[src/rtl/vect_pkg.sv]
// vect_pkg: shared vector-unit types for decode, sequencing and lanes.
package vect_pkg;
    typedef struct packed {
        logic [3:0] op;
        logic [3:0] vd;
        logic [3:0] vs1;
        logic [3:0] vs2;
    } arithm_instr_t;

    typedef enum logic [1:0] {ST_IDLE, ST_ISSUE, ST_WAIT} seq_state_t;
endpackage

[src/rtl/lane_sequencer_if.sv]
// lane_sequencer_if: front-end instruction handshake plus lane broadcast/completion bundle.
interface lane_sequencer_if #(
    parameter int LANES = 4,
    parameter int CNT_W = 16
);
    import vect_pkg::*;
    logic              instr_valid_i;
    arithm_instr_t     instr_i;
    logic              instr_ready_o;
    logic              lane_instr_req_o;
    arithm_instr_t     lane_instr_o;
    logic [LANES-1:0]  lane_ready_i;
    logic              busy_o;
    logic              retired_o;
    logic [CNT_W-1:0]  retire_cnt_o;
    logic              err_o;

    modport slave (
        input  instr_valid_i, instr_i, lane_ready_i,
        output instr_ready_o, lane_instr_req_o, lane_instr_o, busy_o, retired_o, retire_cnt_o, err_o
    );
    modport master (
        output instr_valid_i, instr_i, lane_ready_i,
        input  instr_ready_o, lane_instr_req_o, lane_instr_o, busy_o, retired_o, retire_cnt_o, err_o
    );
endinterface

[src/rtl/instr_fifo.sv]
// instr_fifo: synchronous FIFO with registered occupancy and a combinational head.
module instr_fifo
    import vect_pkg::*;
#(
    parameter int  DEPTH = 4,
    parameter type T     = arithm_instr_t
) (
    input  logic clk,
    input  logic resetn,
    input  logic push,
    input  logic pop,
    input  T     din,
    output T     head,
    output logic full,
    output logic empty
);
    localparam int AW = $clog2(DEPTH);
    T mem [DEPTH];
    logic [AW-1:0] rd, wr;
    logic [AW:0]   cnt;
    logic          do_push, do_pop;

    assign full    = cnt == (AW+1)'(DEPTH);
    assign empty   = cnt == '0;
    assign head    = mem[rd];
    assign do_push = push && !full;
    assign do_pop  = pop && !empty;

    always_ff @(posedge clk) begin
        if (do_push) mem[wr] <= din;
    end

    always_ff @(posedge clk) begin
        if (!resetn) begin
            rd  <= '0;
            wr  <= '0;
            cnt <= '0;
        end else begin
            if (do_push) wr <= wr + AW'(1);
            if (do_pop) rd <= rd + AW'(1);
            cnt <= cnt + (AW+1)'(do_push) - (AW+1)'(do_pop);
        end
    end
endmodule

[src/rtl/lane_sequencer.sv]
// lane_sequencer: broadcasts queued instructions to all lanes and retires each once every lane reports done.
module lane_sequencer
    import vect_pkg::*;
#(
    parameter int LANES = 4,
    parameter int DEPTH = 4,
    parameter int CNT_W = 16
) (
    input logic             clk_i,
    input logic             resetn_i,
    lane_sequencer_if.slave bus
);
    seq_state_t       state;
    logic [LANES-1:0] done_q;
    logic             push, pop, full, empty, all_done;
    arithm_instr_t    head;

    assign push     = bus.instr_valid_i && !full;
    assign pop      = state == ST_ISSUE;
    assign all_done = &(done_q | bus.lane_ready_i);

    assign bus.instr_ready_o    = !full;
    assign bus.lane_instr_req_o = state == ST_ISSUE;
    assign bus.lane_instr_o     = head;
    assign bus.busy_o           = state != ST_IDLE || !empty;
    assign bus.retired_o        = state == ST_WAIT && all_done;

    instr_fifo #(.DEPTH(DEPTH), .T(arithm_instr_t)) u_fifo (
        .clk    (clk_i),
        .resetn (resetn_i),
        .push   (push),
        .pop    (pop),
        .din    (bus.instr_i),
        .head   (head),
        .full   (full),
        .empty  (empty)
    );

    always_ff @(posedge clk_i) begin
        if (!resetn_i) begin
            state            <= ST_IDLE;
            done_q           <= '0;
            bus.retire_cnt_o <= '0;
            bus.err_o        <= 1'b0;
        end else begin
            // stray pulses outside WAIT and repeat pulses within WAIT are flagged, never accumulated
            if (state != ST_WAIT ? |bus.lane_ready_i : |(done_q & bus.lane_ready_i)) bus.err_o <= 1'b1;
            case (state)
                ST_IDLE:  if (!empty) state <= ST_ISSUE;
                ST_ISSUE: begin
                    done_q <= '0;
                    state  <= ST_WAIT;
                end
                ST_WAIT: begin
                    done_q <= done_q | bus.lane_ready_i;
                    if (all_done) begin
                        bus.retire_cnt_o <= bus.retire_cnt_o + CNT_W'(1);
                        state            <= (!empty || push) ? ST_ISSUE : ST_IDLE;
                    end
                end
                default:  state <= ST_IDLE;
            endcase
        end
    end
endmodule

[src/flat_wrapper.sv]
// flat-port wrapper written by rule: the top's interface ports become plain ports
module lane_sequencer_flat import vect_pkg::*;
#(
    parameter int LANES = 4,
    parameter int DEPTH = 4,
    parameter int CNT_W = 16
)
  (clk_i, resetn_i, bus_instr_valid_i, bus_instr_i, bus_lane_ready_i, bus_instr_ready_o, bus_lane_instr_req_o, bus_lane_instr_o, bus_busy_o, bus_retired_o, bus_retire_cnt_o, bus_err_o);
  lane_sequencer_if #(.LANES(LANES), .CNT_W(CNT_W)) bus_i ();
  input logic clk_i;
  input logic resetn_i;
  input wire logic [$bits(bus_i.instr_valid_i)-1:0] bus_instr_valid_i;
  input wire logic [$bits(bus_i.instr_i)-1:0] bus_instr_i;
  input wire logic [$bits(bus_i.lane_ready_i)-1:0] bus_lane_ready_i;
  output wire logic [$bits(bus_i.instr_ready_o)-1:0] bus_instr_ready_o;
  output wire logic [$bits(bus_i.lane_instr_req_o)-1:0] bus_lane_instr_req_o;
  output wire logic [$bits(bus_i.lane_instr_o)-1:0] bus_lane_instr_o;
  output wire logic [$bits(bus_i.busy_o)-1:0] bus_busy_o;
  output wire logic [$bits(bus_i.retired_o)-1:0] bus_retired_o;
  output wire logic [$bits(bus_i.retire_cnt_o)-1:0] bus_retire_cnt_o;
  output wire logic [$bits(bus_i.err_o)-1:0] bus_err_o;
  assign bus_i.instr_valid_i = bus_instr_valid_i;
  assign bus_i.instr_i = bus_instr_i;
  assign bus_i.lane_ready_i = bus_lane_ready_i;
  assign bus_instr_ready_o = bus_i.instr_ready_o;
  assign bus_lane_instr_req_o = bus_i.lane_instr_req_o;
  assign bus_lane_instr_o = bus_i.lane_instr_o;
  assign bus_busy_o = bus_i.busy_o;
  assign bus_retired_o = bus_i.retired_o;
  assign bus_retire_cnt_o = bus_i.retire_cnt_o;
  assign bus_err_o = bus_i.err_o;
  lane_sequencer #(.LANES(LANES), .DEPTH(DEPTH), .CNT_W(CNT_W)) u_core (.clk_i(clk_i), .resetn_i(resetn_i), .bus(bus_i));
endmodule
[config.mk]
export PLATFORM = sky130hd
export DESIGN_NAME = lane_sequencer_flat
export DESIGN_NICKNAME = d
export VERILOG_FILES = /design/src/rtl/vect_pkg.sv /design/src/rtl/lane_sequencer_if.sv /design/src/rtl/instr_fifo.sv /design/src/rtl/lane_sequencer.sv /design/src/flat_wrapper.sv
export SDC_FILE = /design/constraint.sdc
export NUM_CORES = 1
export LEC_CHECK = 0
export ABC_AREA = 1
export CAP_MARGIN = 40
export CORE_UTILIZATION = 56
export CTS_BUF_LIST = sky130_fd_sc_hd__clkbuf_4 sky130_fd_sc_hd__clkbuf_8
export DETAILED_ROUTE_END_ITERATION = 6
export GPL_TIMING_DRIVEN = 0
export PLACE_DENSITY = 0.86
export SLEW_MARGIN = 5
export SYNTH_ARGS = -nofsm -noshare
export SYNTH_HDL_FRONTEND = slang
export SYNTH_SLANG_ARGS = --single-unit
[constraint.sdc]
create_clock -name clk_i -period 2.5 [get_ports clk_i]
set_clock_uncertainty 0.05 [all_clocks]
set_input_delay 0.5 -clock clk_i [delete_from_list [all_inputs] [get_ports clk_i]]
set_output_delay 0.5 -clock clk_i [all_outputs]
set_load 0.05 [all_outputs]
## Word level (Yosys, flattened, before mapping)

Memory sizes are Yosys's and may differ from the RTL's. A register that Yosys moved wholly into a read port is not among the register bits.
Cells that the tools add are included.

- Logic and storage cells: 48
- Input bits: 23
- Output and inout port bits: 37
- Register bits: 30
- RAM bits: 64
- Memories kept: 1

Memory list:

| name | words | bits a word | rd ports | clocked after memory_dff | wr ports | RTL line | source |
|---|---|---|---|---|---|---|---|
| u_core.u_fifo.mem | 4 | 16 | 1 | 1 | 1 | instr_fifo.sv:18 | `T mem [DEPTH];` |

- Equality and inequality tests: 6
- Add/sub/neg operators: 5
- Bitwise logic cells: 2
- Reductions and logical operators: 17
- Muxes and demuxes: 10

Operators with widths:

| cell | number |
|---|---|
| $add 16x1->16 const B | 1 |
| $mux 2 | 4 |
| $pmux 4 s2 | 1 |
| $reduce_or 4->1 | 2 |
| $pmux 2 s3 | 1 |
| $reduce_and 5->1 | 1 |
| $add 2x1->2 const B | 2 |
| $and 4x4->4 | 1 |
| $logic_and 1x1->1 | 4 |
| $mux 1 | 4 |
| $ne 2x2->1 const B | 2 |
| $or 4x4->4 | 1 |
| $reduce_and 4->1 | 1 |
| $reduce_bool 2->1 | 2 |
| $add 3x1->3 | 1 |
| $eq 3x3->1 const B | 1 |
| $logic_not 3->1 | 1 |
| $sub 3x1->3 | 1 |
| $eq 2x1->1 const B | 1 |
| $eq 2x2->1 const B | 1 |
| $logic_not 1->1 | 2 |
| $logic_not 2->1 | 1 |
| $logic_or 1x1->1 | 2 |
| $ne 2x1->1 const B | 1 |
| $reduce_and 2->1 | 1 |

## Longest topological paths before layout

Gate-level depths: netlist (run 1).

- Depth after elaboration: 7
- Depth in mapped cells: 12
- Mapped depth without buffers: 12

## Cells and area by module

From an unflattened synthesis (run 1), not the netlist that was laid out.

- Cells, all modules: 421
- Area total of the unflattened synthesis: 4121.5 µm²

By module, submodules not included:

| module | times used | cells an instance | area each (µm²) | sequential area each (µm²) |
|---|---|---|---|---|
| instr_fifo | 1 | 222 | 2836.5 | 2102.0 |
| lane_sequencer | 1 | 199 | 1285.0 | 460.4 |

## Worst setup path after synthesis (run 1)

Ideal clock, no wire load.

- Kind: flip-flop to flip-flop
- Start: register u_core.state[1]
- End: register u_core.u_fifo.cnt[2]
- Cell stages (with the launch flop): 13
- Setup slack: 0.145 ns
- Clock period less this slack: 2.355 ns
- Data arrival time: 2.235 ns
- Buffers on the path: 0
- Setup time: 0.070 ns
- Required time: 2.380 ns
- Path through: dfxtp_1 inv_1 ha_1 inv_1 nor2_1 ha_1 inv_1 ha_1 inv_1 fa_1 inv_1 o21ai_0 a21oi_1

- Longest elaborated chain between the ends: 3

RTL lines:

| item | RTL line | source |
|---|---|---|
| start, declared | lane_sequencer.sv:13 | `seq_state_t state;` |
| start signal, assigned | lane_sequencer.sv:58 | `state <= (!empty \|\| push) ? ST_ISSUE : ST_IDLE;` |
| $eq 2x1->1 | -- |  |
| via bus_lane_instr_req_o | flat_wrapper.sv:16 | `output wire logic [$bits(bus_i.lane_instr_req_o)-1:0] bus_lane_instr_req_o;` |
| $logic_and 1x1->1 | instr_fifo.sv:27 | `assign do_pop = pop && !empty;` |
| via u_core.u_fifo.do_pop | instr_fifo.sv:21 | `logic do_push, do_pop;` |
| $sub 3x1->3 | instr_fifo.sv:41 | `cnt <= cnt + (AW+1)'(do_push) - (AW+1)'(do_pop);` |
| end signal, assigned | instr_fifo.sv:41 |  |
| end, declared | instr_fifo.sv:20 | `logic [AW:0] cnt;` |

The timed path passes the listed nets, and every way through them passes these cells.
A chain may end at the register's enable or synchronous reset.

## Final worst setup path (run 1)

- Start: input port bus_lane_ready_i[3]
- End: output port bus_retired_o

- Longest elaborated chain between the ends: 3

RTL lines:

| item | RTL line | source |
|---|---|---|
| start, declared | flat_wrapper.sv:14 | `input wire logic [$bits(bus_i.lane_ready_i)-1:0] bus_lane_ready_i;` |
| $or 4x4->4 | lane_sequencer.sv:20 | `assign all_done = &(done_q \| bus.lane_ready_i);` |
| $reduce_and 4->1 | lane_sequencer.sv:20 |  |
| $logic_and 1x1->1 | lane_sequencer.sv:26 | `assign bus.retired_o = state == ST_WAIT && all_done;` |
| end, declared | flat_wrapper.sv:19 | `output wire logic [$bits(bus_i.retired_o)-1:0] bus_retired_o;` |

No other way between the ends.

==> results of run 1 <==
[metrics by stage]
step / setup slack (ns) / setup TNS (ns) / std cells / utilization (%)
2_1_floorplan: 0.1455 / 0 / 414 / -
4_1_cts: 0.001814 / 0 / 591 / 71.12
6_report: 0.06590 / 0 / 591 / 70.41
3_5_place_dp: -0.4713 / -1.993 / 575 / 68.18
5_1_grt: -0.005152 / -0.005152 / 591 / 70.41
3_3_place_gp: -0.4486 / -11.35 / 571 / 67.38
[worst max-delay path, cell delays in order]
cell	delay, ns
sky130_fd_sc_hd__clkdlybuf4s50_1	0.49
sky130_fd_sc_hd__nor2_1	0.07
sky130_fd_sc_hd__nor2_2	0.17
sky130_fd_sc_hd__nand3_4	0.13
sky130_fd_sc_hd__clkinv_4	0.11
sky130_fd_sc_hd__buf_6	0.14
sky130_fd_sc_hd__buf_2	0.27
[path summary, 6_finish.rpt]
path                                     from                               to  cells past startpoint
max                       bus_lane_ready_i[3]                    bus_retired_o                      7
min reg2reg  u_core.u_fifo.rd[0]$_SDFFE_PN0P_                         register                      1
min          u_core.u_fifo.rd[0]$_SDFFE_PN0P_                         register                      1
max reg2reg      u_core.state[1]$_SDFFE_PN0P_  u_core.u_fifo.cnt[2]$_SDFF_PN0_                     12
[state kept, by name, summed over array words and instances (netlist names), named ones only]
name                     count
u_core.u_fifo.mem           64
u_core.bus.retire_cnt_o     16
u_core.done_q                4
u_core.u_fifo.cnt            3
u_core.state                 2
u_core.u_fifo.rd             2
u_core.u_fifo.wr             2
u_core.bus.err_o             1
[cell usage after synthesis]
library cell,n,area (um^2)
sky130_fd_sc_hd__nand2_1,69,259.0
sky130_fd_sc_hd__edfxtp_1,64,1922
sky130_fd_sc_hd__nor2_1,57,214.0
sky130_fd_sc_hd__o21ai_0,41,205.2
sky130_fd_sc_hd__inv_1,38,142.6
sky130_fd_sc_hd__dfxtp_1,32,640.6
sky130_fd_sc_hd__a21oi_1,22,110.1
sky130_fd_sc_hd__o22ai_1,20,125.1
sky130_fd_sc_hd__clkbuf_1,11,41.29
sky130_fd_sc_hd__ha_1,11,137.6
sky130_fd_sc_hd__nand3_1,8,40.04
sky130_fd_sc_hd__o21ai_1,6,30.03
sky130_fd_sc_hd__nand2_2,5,31.28
sky130_fd_sc_hd__nand4_1,5,31.28
sky130_fd_sc_hd__nor2_2,5,31.28
sky130_fd_sc_hd__nor2_4,3,33.78
sky130_fd_sc_hd__xnor2_1,3,26.28
sky130_fd_sc_hd__a21oi_2,2,17.52
sky130_fd_sc_hd__inv_2,2,7.510
sky130_fd_sc_hd__a41oi_1,1,8.760
sky130_fd_sc_hd__buf_2,1,5.000
sky130_fd_sc_hd__buf_6,1,11.26
sky130_fd_sc_hd__clkinv_4,1,8.760
sky130_fd_sc_hd__fa_1,1,20.02
sky130_fd_sc_hd__nand2_4,1,11.26
sky130_fd_sc_hd__nand3_4,1,17.52
sky130_fd_sc_hd__nor3_1,1,5.000
sky130_fd_sc_hd__nor3_2,1,10.01
sky130_fd_sc_hd__nor3b_2,1,12.51
[power by group]
group	switching, mW	total [mW]	leakage [nW]	internal, mW
logic	1.05	1.48	0.874	0.428
clock network	0.587	0.999	0.100	0.413
registers	0.0858	1.95	0.846	1.87
[layout by cell type, fill, tap and decap left out, types with 8 or more instances in the layout]
| master | n |
|---|---|
| sky130_fd_sc_hd__a21oi_1 | 22 |
| sky130_fd_sc_hd__buf_2 | 10 |
| sky130_fd_sc_hd__clkbuf_2 | 8 |
| sky130_fd_sc_hd__clkbuf_8 | 10 |
| sky130_fd_sc_hd__clkdlybuf4s50_1 | 40 |
| sky130_fd_sc_hd__dfxtp_1 | 32 |
| sky130_fd_sc_hd__edfxtp_1 | 64 |
| sky130_fd_sc_hd__ha_1 | 11 |
| sky130_fd_sc_hd__inv_1 | 38 |
| sky130_fd_sc_hd__nand2_1 | 69 |
| sky130_fd_sc_hd__nand3_1 | 8 |
| sky130_fd_sc_hd__nor2_1 | 55 |
| sky130_fd_sc_hd__o21ai_0 | 41 |
| sky130_fd_sc_hd__o22ai_1 | 20 |
[final cells by class]
| cell class | count | area [um^2] |
|---|---|---|
| Inverter | 41 | 158.9 |
| Clock buffer | 10 | 137.6 |
| Fill cell | 536 | 2135 |
| Clock inverter | 6 | 55.05 |
| Sequential cell | 96 | 2562 |
| Timing Repair Buffer | 62 | 591.8 |
| Tap cell | 99 | 123.9 |
| Buffer | 13 | 67.56 |
| Multi-Input combinational cell | 264 | 1383 |
[timing repair]
item                                    4_1_cts  5_1_grt
hold endpoints to repair                      0        0
resized for setup                            61       23
cloned                                        0        0
endpoints found under the setup margin       18       15
[per-layer routing]
metal  global-route usage (%)  vias to the layer above  wire, um
met4                    9.091                        0       121
met3                    4.807                       17       493
met5                        0                        -         0
met1                    29.72                     1454      3691
li1                         -                     1553         -
met2                    42.49                      116      4392
[kinds of logic after synthesis]
| group | synth area share [%] |
|---|---|
| and+or+nand+nor | 16.77 |
| DFF | 61.65 |
| AOI/OAI and AO/OA | 11.95 |
| buffers and inverters | 5.208 |
| adders and majority gates | 3.793 |
| xor gates and xnor gates | 0.6323 |
==> impl_metrics.json, run 1 <==
{
  "h-tree-depth": 3,
  "design.core.area_mm2": 0.007214,
  "design.portCount": 60,
  "timing.final.max_slew_violations": 0,
  "grt_first_pass_wirelength_mm": 14.13,
  "fp-row-count": 31,
  "dr.pass1.iters": 4,
  "status": "finished clean",
  "yosys_register_bits": 96,
  "timing.final.crit_share_pct": 97.36,
  "die_w_um": 88.15,
  "cts_tree": "built",
  "grt_antenna_before_repair": 0,
  "max-vdd-ir-drop_mv": 0.6050,
  "drive_gt1_share_pct": 14.43,
  "timing.max_cap.violations": 0,
  "maximum_count_of_clock_buffers_along_a_single_path": 2,
  "hold_path_class": "register to register",
  "routed_via_density": 5.313,
  "violation_count_after_the_first_detailed_routing_iteration": 214,
  "synthDistinctLibCells": 29,
  "pin_count_of_the_biggest_net_entering_global_routing": 19,
  "number_of_global_route_vias_before_repair": 3099,
  "drc_errors": 0,
  "critical_path_endpoint_category": "output pin",
  "cts_hold_buf": 0,
  "dieHeight_um": 88.15,
  "detailed_place.area_mm2": 0.004918,
  "start_kind": "input port",
  "power.leakage_nw": 1.821,
  "post_synthesis_sequential_area_ratio_pct": 61.65,
  "place.port_buffers": 58,
  "nNetsFinal": 522,
  "critical_path_class": "input port to output pin",
  "antenna_left": 0,
  "hpwl_dp_mm": 6.101,
  "data_arrival_at_the_endpoint_of_the_critical_path_ns": 1.88,
  "grt_util_all_layers_pct": 24.24,
  "synth_area_per_cell_um2": 10.04,
  "cts_inserted_buffers": 9,
  "power-per-cell-area_mw_per_mm2": 872.5,
  "grt_overflow": 0,
  "ctsRootBufferMaster": "sky130_fd_sc_hd__clkbuf_8",
  "hold_ws_ns": 0.4448,
  "yosys_warnings": 0,
  "route.final.wire_length_mm": 8.698,
  "slew-limit-headroom_pct": 46.79,
  "finalWorstPathRequiredPeriod_ns": 2.434,
  "worst_pin_slew_ns": 0.7953,
  "top_fanout_value_on_the_critical_path": 10,
  "final_design_area_no_fill_mm2": 0.005080,
  "insertion_delay_ns": 0.36,
  "num_antenna_cells": 0,
  "clock_sink_count": 96,
  "post_cts.repair.setup_buffers": 0,
  "place_congestion": 0.9243,
  "post_synth_instance_area_mm2": 0.004156,
  "timing.critical_path.required_ns": 1.95,
  "post-layout-total-power_mw": 4.432,
  "final-hold-violation-count": 0,
  "post_synthesis_net_count": 449,
  "final_setup_violations": 0,
  "routed-via-count": 3140,
  "syn2layout_area_growth_pct": 22.22,
  "fp.dieArea_mm2": 0.007770,
  "floorplan.initialDensity_pct": 57.61,
  "synthesis.instances": 414,
  "reg2reg_setup_slack_ns": 0.27,
  "fmax_ghz": 0.4108,
  "detail_route.wl_per_cell_um": 14.72,
  "clock_pin_slew_on_the_worst_setup_and_hold_paths_ns": 0.10
}
Power figures use the tool's default switching activity.
==> run 2, diff against run 1 <==
--- a/constraint.sdc
+++ b/constraint.sdc
@@ -4,2 +4,2 @@
 set_output_delay 0.5 -clock clk_i [all_outputs]
-set_load 0.05 [all_outputs]
+set_load 0.005 [all_outputs]
==> run 2 against run 1 <==
Against the previous run:
- combinational power shrank 26%
- wire length up 1.8%
- critical endpoint is now bus_lane_instr_o[12]
- first-iteration DRC count grew 8.4%
- die area unchanged
- largest power group unchanged
- worst hold slack got worse by 0.0051 ns
- highest routed layer unchanged
- non-clock buffer count grew 2
==> impl_metrics.json, run 2 (synthesis results as in run 1) <==
{
  "place_congestion": 0.9243,
  "pin_count_of_the_biggest_net_entering_global_routing": 19,
  "largest_register": "u_core.u_fifo.mem",
  "postLayoutCoreUtil_pct": 71.61,
  "most_frequent_standard_cell_in_the_layout_excluding_fill_and_tap_cells": "sky130_fd_sc_hd__nand2_1",
  "antenna_left": 0,
  "max-vdd-ir-drop_mv": 0.4569,
  "cts_hold_buf": 0,
  "multi_input_comb_area_mm2": 0.001383,
  "clock_sink_count": 96,
  "top_fanout_value_on_the_critical_path": 10,
  "final-hold-violation-count": 0,
  "timing.critical_path.required_ns": 1.95,
  "timing.max_cap.violations": 0,
  "hpwl_dp_mm": 6.101,
  "h-tree-depth": 3,
  "largest_register_ff_count": 64,
  "design.core.area_mm2": 0.007214,
  "timing.critical_path.cells": "inv_1 -> buf_4 -> nor2_1 -> o22ai_1 -> clkdlybuf4s50_1",
  "power-per-cell-area_mw_per_mm2": 786.1,
  "maximum_count_of_clock_buffers_along_a_single_path": 2,
  "crit_path_top_delay_cell": "sky130_fd_sc_hd__clkdlybuf4s50_1",
  "detail_route.wl_per_cell_um": 14.94,
  "reg2reg_from": "u_core.state[1]$_SDFFE_PN0P_",
  "worst_pin_slew_ns": 0.8044,
  "die_w_um": 88.15,
  "cts_tree": "built",
  "post-layout-total-power_mw": 4.061,
  "routed-via-count": 3209,
  "power.leakage_nw": 1.851,
  "design.portCount": 60,
  "reg2reg_setup_slack_ns": 0.27,
  "final_setup_violations": 0,
  "timing.final.crit_share_pct": 97.29,
  "insertion_delay_ns": 0.36,
  "layout_common_cells": "sky130_fd_sc_hd__nand2_1, sky130_fd_sc_hd__edfxtp_1, sky130_fd_sc_hd__nor2_1, sky130_fd_sc_hd__clkdlybuf4s50_1, sky130_fd_sc_hd__o21ai_0",
  "fp.dieArea_mm2": 0.007770,
  "r2r_cells": 12,
  "clock_pin_slew_on_the_worst_setup_and_hold_paths_ns": 0.10,
  "place_inst": 575,
  "setup_tns_ns": 0,
  "number_of_global_route_vias_before_repair": 3127,
  "reg2reg_to": "u_core.u_fifo.cnt[2]$_SDFF_PN0_",
  "place.port_buffers": 58,
  "filler_cell_count": 528,
  "grt_antenna_before_repair": 0,
  "critical_path_endpoint_category": "output pin",
  "drive_gt1_share_pct": 11.94,
  "cts_inserted_buffers": 9,
  "nNetsFinal": 524,
  "grt_setup_unrepaired": "yes",
  "routed_via_density": 5.411,
  "num_antenna_cells": 0,
  "floorplan.initialDensity_pct": 57.61,
  "dieHeight_um": 88.15,
  "start_kind": "register",
  "grt_overflow": 0,
  "timing.final.max_slew_violations": 0,
  "hold_path_class": "register to register",
  "crit_path_end": "bus_lane_instr_o[12]",
  "fp-row-count": 31,
  "data_arrival_at_the_endpoint_of_the_critical_path_ns": 1.88,
  "critical_path_class": "register to output pin",
  "violation_count_after_the_first_detailed_routing_iteration": 232,
  "cpPeakStageDelay_ns": 0.55,
  "route.final.wire_length_mm": 8.857,
  "finalWorstPathRequiredPeriod_ns": 2.432,
  "reg_top3": "u_core.u_fifo.mem x64, u_core.bus.retire_cnt_o x16, u_core.done_q x4",
  "hold_ws_ns": 0.4397,
  "register_area_mm2": 0.002565,
  "grt_first_pass_wirelength_mm": 14.23,
  "ctsRootBufferMaster": "sky130_fd_sc_hd__clkbuf_8",
  "instances_no_fill": 593,
  "fmax_ghz": 0.4111,
  "dr.pass1.iters": 5,
  "drc_errors": 0,
  "syn2layout_area_growth_pct": 24.29,
  "grt_util_all_layers_pct": 24.43,
  "status": "finished clean",
  "slew-limit-headroom_pct": 46.18
}
## run 2: metal layers
layer,global-route usage (%),part of all wire [%],vias up
li1,-,-,1565
met2,42.92,50,148
met3,5.372,6.5,20
met5,0,0,-
met4,9.531,1.5,0
met1,29.35,42,1476
## run 2: how the worst min path moves through the flow
stage | startpoint | to | slack [ns] | depth (start not counted)
finish | u_core.u_fifo.rd[0]$_SDFFE_PN0P_ | register | 0.44 | 1
detailed placement | u_core.u_fifo.rd[0]$_SDFFE_PN0P_ | register | 0.42 | 1
global placement | u_core.u_fifo.rd[1]$_SDFFE_PN0P_ | u_core.u_fifo.rd[1]$_SDFFE_PN0P_ | 0.40 | 2
floorplan | u_core.u_fifo.rd[1]$_SDFFE_PN0P_ | register | 0.39 | 2
CTS | u_core.u_fifo.rd[0]$_SDFFE_PN0P_ | register | 0.45 | 1
global route | u_core.u_fifo.rd[0]$_SDFFE_PN0P_ | register | 0.46 | 1
## run 2: cell type report
| cell class | instances | area share [%] |
|---|---|---|
| Timing Repair Buffer | 64 | 12.62 |
| Inverter | 41 | 3.076 |
| Clock inverter | 6 | 1.066 |
| Sequential cell | 96 | 49.65 |
| Buffer | 13 | 1.768 |
| Multi-Input combinational cell | 264 | 26.76 |
| Tap cell | 99 | 2.398 |
| Clock buffer | 10 | 2.664 |
## run 2: where the power goes
group	internal, mW	switching, mW
Sequential	1.87	0.0868
Clock	0.413	0.589
Combinational	0.523	0.581
## run 2: worst max-delay path, delay by kind of cell, from the launching register on
family / cells / cell delay, ns
AO/OA/AOI/OAI: 1 / 0.19
AND/OR/NAND/NOR: 1 / 0.06
flip-flops: 1 / 0.37
buffers and inverters: 3 / 0.90
## run 2: per-stage QoR
step	area [um^2]	setup slack (ns)
after floorplan	4156	0.4955
after global placement	4861	-0.1945
after detailed placement	4918	-0.1688
after CTS	5152	-0.006696
after global routing	5166	-0.03218
final	5166	0.06772
## run 2: what timing repair did
item,in CTS,in global routing
setup buffers,2,0
gates resized for setup,16,12
endpoints found under the hold margin,0,0
pin swaps,2,1
cloned,0,0
endpoints found under the setup margin,17,16
==> run 3, diff against run 2 <==
ABC_AREA = not set   (was 1)
CORE_UTILIZATION = 51   (was 56)
CTS_CLUSTER_SIZE = 30   (was not set)
PLACE_DENSITY = 0.8   (was 0.86)
==> run 3 against run 2 <==
Against the previous run:
- wire length is 18% lower
- core utilization decreased by 4.6 points
- final area fell by 5.4%
- critical endpoint is now bus_retired_o
- non-clock buffer count decreased by 7
- power rose by 2.3%
- synthesized area down 6.7%
==> impl_metrics.json, run 3 <==
{
  "final-hold-violation-count": 0,
  "design.core.area_mm2": 0.007292,
  "antenna_left": 0,
  "post_synthesis_sequential_area_ratio_pct": 66.04,
  "insertion_delay_ns": 0.35,
  "dieHeight_um": 89.22,
  "num_antenna_cells": 0,
  "dr.pass1.iters": 4,
  "number_of_global_route_vias_before_repair": 2281,
  "combinational_family_with_the_most_area_after_synthesis": "multiplexers",
  "routed_via_density": 5.535,
  "synth-compound-area-share_pct": 5.514,
  "routed-via-count": 2441,
  "synth_fa_ha_area_share_pct": 4.063,
  "grt_setup_unrepaired": "yes",
  "fmax_ghz": 0.4109,
  "clock_sink_count": 96,
  "most_frequent_standard_cell_in_the_layout_excluding_fill_and_tap_cells": "sky130_fd_sc_hd__edfxtp_1",
  "cts_tree": "built",
  "synth_top_cells_by_area": "sky130_fd_sc_hd__edfxtp_1, sky130_fd_sc_hd__dfxtp_1, sky130_fd_sc_hd__mux4_2, sky130_fd_sc_hd__ha_1, sky130_fd_sc_hd__xnor2_1",
  "post-layout-total-power_mw": 4.155,
  "synthesis.instances": 265,
  "clock_pin_slew_on_the_worst_setup_and_hold_paths_ns": 0.09,
  "drc_errors": 0,
  "synth-xor-area-share_pct": 2.483,
  "post-synth-top-count-cell": "sky130_fd_sc_hd__edfxtp_1",
  "h-tree-depth": 3,
  "fp.dieArea_mm2": 0.007960,
  "number_of_synthesized_flops_with_an_enable_pin": 64,
  "grt_first_pass_wirelength_mm": 10.90,
  "reg_top3": "u_core.u_fifo.mem x64, u_core.bus.retire_cnt_o x16, u_core.done_q x4",
  "timing.final.max_slew_violations": 0,
  "pin_count_of_the_biggest_net_entering_global_routing": 17,
  "largest_register_ff_count": 64,
  "ctsRootBufferMaster": "sky130_fd_sc_hd__clkbuf_8",
  "critical_path_endpoint_category": "output pin",
  "largest_register": "u_core.u_fifo.mem",
  "slew-limit-headroom_pct": 43.72,
  "final_setup_violations": 0,
  "hpwl_dp_mm": 4.657,
  "timing.critical_path.required_ns": 1.95,
  "detail_route.wl_per_cell_um": 16.53,
  "top_fanout_value_on_the_critical_path": 9,
  "violation_count_after_the_first_detailed_routing_iteration": 122,
  "power-per-cell-area_mw_per_mm2": 850.0,
  "power.leakage_nw": 1.642,
  "grt_util_all_layers_pct": 19.06,
  "async_flop_share_pct": 0,
  "post_synth_mux_area_share_pct": 10.32,
  "synthDistinctLibCells": 36,
  "synth_area_per_cell_um2": 14.64,
  "yosys_register_bits": 96,
  "timing.final.crit_share_pct": 97.34,
  "place.port_buffers": 59,
  "filler_cell_count": 564,
  "drive_gt1_share_pct": 14.91,
  "post_synthesis_net_count": 300,
  "synth-simple-area-share_pct": 9.513,
  "layout_common_cells": "sky130_fd_sc_hd__edfxtp_1, sky130_fd_sc_hd__clkdlybuf4s50_1, sky130_fd_sc_hd__dfxtp_1",
  "setup_tns_ns": 0,
  "place_congestion": 0.7570,
  "route.final.wire_length_mm": 7.288,
  "worst_pin_slew_ns": 0.8442,
  "synth_commonest_cells": "sky130_fd_sc_hd__edfxtp_1, sky130_fd_sc_hd__dfxtp_1, sky130_fd_sc_hd__nor2_1, sky130_fd_sc_hd__mux4_2, sky130_fd_sc_hd__nand2_1",
  "yosys_warnings": 0,
  "grt_overflow": 0,
  "start_kind": "input port",
  "data_arrival_at_the_endpoint_of_the_critical_path_ns": 1.88,
  "timing.max_cap.violations": 0,
  "grt_antenna_before_repair": 0,
  "floorplan.initialDensity_pct": 53.21,
  "hold_path_class": "register to register",
  "status": "finished clean",
  "synth_largest_area_cell": "sky130_fd_sc_hd__edfxtp_1",
  "dominantRegCellSynth": "sky130_fd_sc_hd__edfxtp_1",
  "post_synth_instance_area_mm2": 0.003880,
  "die_w_um": 89.22,
  "fp-row-count": 31,
  "maximum_count_of_clock_buffers_along_a_single_path": 2,
  "cts_inserted_buffers": 9,
  "syn2layout_area_growth_pct": 25.99,
  "nNetsFinal": 372,
  "max-vdd-ir-drop_mv": 0.4345,
  "finalWorstPathRequiredPeriod_ns": 2.433,
  "synth_top_area_share_pct": 49.53,
  "critical_path_class": "input port to output pin",
  "design.portCount": 60
}
[run 3: cell count changes after synthesis, sizes merged, moves of 6 or more]
cell,change
nand2,-61
a21oi,-14
inv,-28
nor2,-47
o21ai,-40
xnor2,+6
o22ai,-18
mux4,+16
[run 3: cell families (layout without fill, tap and decap cells)]
kind of cell | Yosys count | in the layout
compound gates | 32 | 32
xor+xnor | 11 | 11
fa+ha+maj | 12 | 12
buf+inv | 21 | 98
flops | 96 | 96
mux | 20 | 20
simple gates | 73 | 73
[run 3: worst max-delay path, stage by stage]
cell	delay [ns]
sky130_fd_sc_hd__clkdlybuf4s50_1	0.56
sky130_fd_sc_hd__o22ai_4	0.14
sky130_fd_sc_hd__nor2_2	0.16
sky130_fd_sc_hd__clkdlybuf4s50_1	0.52
[run 3: path summary, 6_finish.rpt]
kind                                                  from                                  endpoint  slack [ns]  cells after the start
setup reg to reg           u_core.u_fifo.cnt[1]$_SDFF_PN0_           u_core.u_fifo.cnt[2]$_SDFF_PN0_        0.12                     11
hold reg to reg   u_core.bus.retire_cnt_o[15]$_SDFFE_PN0P_  u_core.bus.retire_cnt_o[15]$_SDFFE_PN0P_        0.43                      2
hold / removal    u_core.bus.retire_cnt_o[15]$_SDFFE_PN0P_  u_core.bus.retire_cnt_o[15]$_SDFFE_PN0P_        0.43                      2
setup / recovery                       bus_lane_ready_i[0]                             bus_retired_o        0.07                      4
[run 3: report_power, final]
group	switching (mW)	leakage (nW)	internal, mW	total (mW)
registers	0.121	0.849	1.90	2.02
clock network	0.511	0.100	0.485	0.996
logic	0.496	0.693	0.639	1.14
total	1.13	1.64	3.03	4.16
[run 3: layer usage]
| metal | wire length (um) | vias to the layer above | track usage, % |
|---|---|---|---|
| li1 | - | 1151 | - |
| met1 | 3091 | 1213 | 22.44 |
| met2 | 3773 | 70 | 33.38 |
| met3 | 353 | 7 | 4.155 |
| met4 | 69 | 0 | 8.947 |
| met5 | 0 | - | 0 |
[run 3: through the flow]
stage	instances	cell area [um^2]	utilization, %	worst slack [ns]	hold slack [ns]
after floorplan	265	3880	-	0.1607	0.4091
after global placement	423	4594	63.01	-0.2776	0.4033
after detailed placement	423	4594	63.01	-0.2945	0.4228
after CTS	440	4838	66.35	0.02082	0.4390
after global routing	441	4888	67.04	-0.01173	0.4645
final	441	4888	67.04	0.06654	0.4330
[run 3: area by class of cell]
| class | count | area, um^2 | share of cell area, % |
|---|---|---|---|
| Sequential cell | 96 | 2571 | 52.60 |
| Multi-Input combinational cell | 148 | 1285 | 26.29 |
| Timing Repair Buffer | 63 | 625.6 | 12.80 |
| Clock buffer | 11 | 138.9 | 2.841 |
| Tap cell | 99 | 123.9 | 2.534 |
| Clock inverter | 5 | 57.56 | 1.177 |
| Inverter | 12 | 45.04 | 0.9214 |
| Buffer | 7 | 41.29 | 0.8446 |
[run 3: repair_timing]
action	4_1_cts	5_1_grt
endpoints found under the hold margin	0	0
setup buffers	3	1
hold buffers	0	0
pin swaps	1	2
gates resized for setup	12	10
gates cloned	0	0
endpoints found under the setup margin	18	2
==> RTL edit (settings of run 2) <==
Make the reset (`resetn` and `resetn_i`) asynchronous in 2 clocked blocks.
--- a/src/rtl/instr_fifo.sv
+++ b/src/rtl/instr_fifo.sv
@@ -30,7 +30,7 @@
         if (do_push) mem[wr] <= din;
     end
 
-    always_ff @(posedge clk) begin
+    always_ff @(posedge clk or negedge resetn) begin
         if (!resetn) begin
             rd  <= '0;
             wr  <= '0;
--- a/src/rtl/lane_sequencer.sv
+++ b/src/rtl/lane_sequencer.sv
@@ -36,7 +36,7 @@
         .empty  (empty)
     );
 
-    always_ff @(posedge clk_i) begin
+    always_ff @(posedge clk_i or negedge resetn_i) begin
         if (!resetn_i) begin
             state            <= ST_IDLE;
             done_q           <= '0;
Behaviour: differs if resetn_i is asserted again (counterexample within 4 cycles, from zero or initial values and one cycle with resetn_i low); with resetn_i held inactive, the same outputs for 10 cycles.
==> RTL edit against run 2 <==
  * Global-route usage decreased by 0.60 points
  * Critical endpoint is now bus_lane_instr_o[3]
  * Largest power group unchanged
  * Critical path depth decreased by 1
  * Non-clock buffer count increased by 8
  * Largest cell class unchanged
  * Design area increased by 0.41%
  * Routed wire length decreased by 2.6%
  * First-iteration DRC count decreased by 24%
  * Area after synthesis decreased by 1.4%
  * Sequential cell count decreased by 2
  * Power increased by 32%
  * Highest routed layer unchanged
  * Setup slack got worse by 0.030 ns
==> RTL edit: results (changes against run 2) <==
| Metric | Value |
|---|---|
| Pre-CTS setup slack | -0.2352 ns (was -0.1688 ns) |
| Vias in the first global route | 2920 (was 3127) |
| Largest net degree at the start of global routing | 31 (was 19) |
| Ys flop type | edfxtp_1 (unchanged) |
| Nets | 498 (was 524) |
| HPWL after detailed placement | 5.447 mm (was 6.101 mm) |
| Share of cells above drive strength 1 | 13.25% (was 11.94%) |
| VDD IR max | 530.5 uV (was 456.9 uV) |
| Detailed-route via count | 3027 (was 3209) |
| R2R Setup Slk | 0.17 ns (was 0.27 ns) |
| First-pass iteration count of the detailed router | 4 (was 5) |
| Worst-Skew Late Latency | roughly 0.35 ns |
| Clk pin slew, worst setup/hold paths | 0.10 ns (about the same) |
| Vias per cell | 5.367 (was 5.411) |
| Crit path DAT | 1.91 ns (was 1.88 ns) |
| Placed cells | 536 (was 575) |
| Clock period minus worst slack | 2.462 ns (was 2.432 ns) |
| Syn Nets | 412 (was 449) |
| Tot GR Track Use | 23.82% (was 24.43%) |
| Avg Cell Area, Syn | 10.87 um2 (was 10.04 um2) |
| HP Class | in -> async (was reg -> reg) |
| Synth top cells by count | edfxtp_1 (64), nand2_1 (64), nor2_1 (58) (was nand2_1 (69), edfxtp_1 (64), nor2_1 (57)) |
| Post-synth ARST share | 31.91% (was 0%) |
| Status | completed (unchanged) |
| Seq/Total Area, Yosys | 65.24% (was 61.65%) |
| Iter 0 DRT Violations | 177 (was 232) |
| LEAKAGE | 2.038 nW (was 1.851 nW) |
| WL per Instance | 15.30 um (was 14.94 um) |
| Cell variety after synth | 26 (was 29) |
| IO Port Bufs | 59 (was 58) |
| Final RePlAce weighted congestion | 0.8700 (was 0.9243) |
## RTL edit: worst paths after layout
kind / cells past startpoint / start / endpoint
max: 4 / u_core.u_fifo.rd[0] / bus_lane_instr_o[3]
min: 1 / resetn_i / u_core.bus.retire_cnt_o[14]
max reg2reg: 10 / u_core.u_fifo.cnt[1] / u_core.u_fifo.cnt[2]
min reg2reg: 1 / u_core.bus.retire_cnt_o[7] / u_core.bus.retire_cnt_o[7]
max in group asynchronous: 1 / resetn_i / u_core.u_fifo.rd[1]
min in group clk_i: 1 / u_core.bus.retire_cnt_o[7] / u_core.bus.retire_cnt_o[7]
## RTL edit: metal layers
layer  share of wire (%)  GRT usage, %  vias to the layer above  wire, um
met1                  42         29.94                     1457      3623
met5                   0             0                        -         0
met2                  51         40.98                      108      4415
met4                 1.3         9.091                        0       108
li1                    -             -                     1451         -
met3                 5.6         4.901                       11       484
## RTL edit: cells by family after synthesis
group / Yosys count / synth area share (%)
flops: 94 / 65.24
buf+inv: 45 / 4.551
simple gates: 150 / 15.67
xor+xnor: 10 / 2.138
compound gates: 66 / 8.552
fa+ha+maj: 12 / 3.848
## RTL edit: through the flow
| stage | area (um2) | setup TNS, ns |
|---|---|---|
| after floorplan | 4096 | 0 |
| after CTS | 5155 | -0.01180 |
| final | 5187 | 0 |
| after global routing | 5187 | -0.02259 |
| after detailed placement | 4865 | -0.4319 |
| after global placement | 4807 | -20.24 |
## RTL edit: power by group
group / internal (mW) / switching [mW]
clock: 0.383 / 0.572
combinational: 1.05 / 1.13
sequential: 2.04 / 0.204
total: 3.47 / 1.91
## RTL edit: final cells by class
| type | count | area (um2) |
|---|---|---|
| multi-input combinational | 238 | 1247 |
| clock inverter | 7 | 60.06 |
| clock buffer | 9 | 123.9 |
| buffer | 10 | 95.09 |
| timing repair buffer | 75 | 729.5 |
| sequential | 94 | 2675 |
| inverter | 35 | 136.4 |
| tap | 96 | 120.1 |
| fill | 443 | 1757 |
## RTL edit: worst max-delay path: stages, from the launching register on
cell and delay (ns):
dfrtp_2 0.43, clkbuf_4 0.23, o21ai_0 0.12, o22ai_1 0.21
clkdlybuf4s50_1 0.55
## RTL edit: timing repair
item	in CTS	in global routing
setup endpoints to repair	17	16
pin swaps	3	1
setup buffers	11	1
resized for setup	18	14
hold buffers	0	0
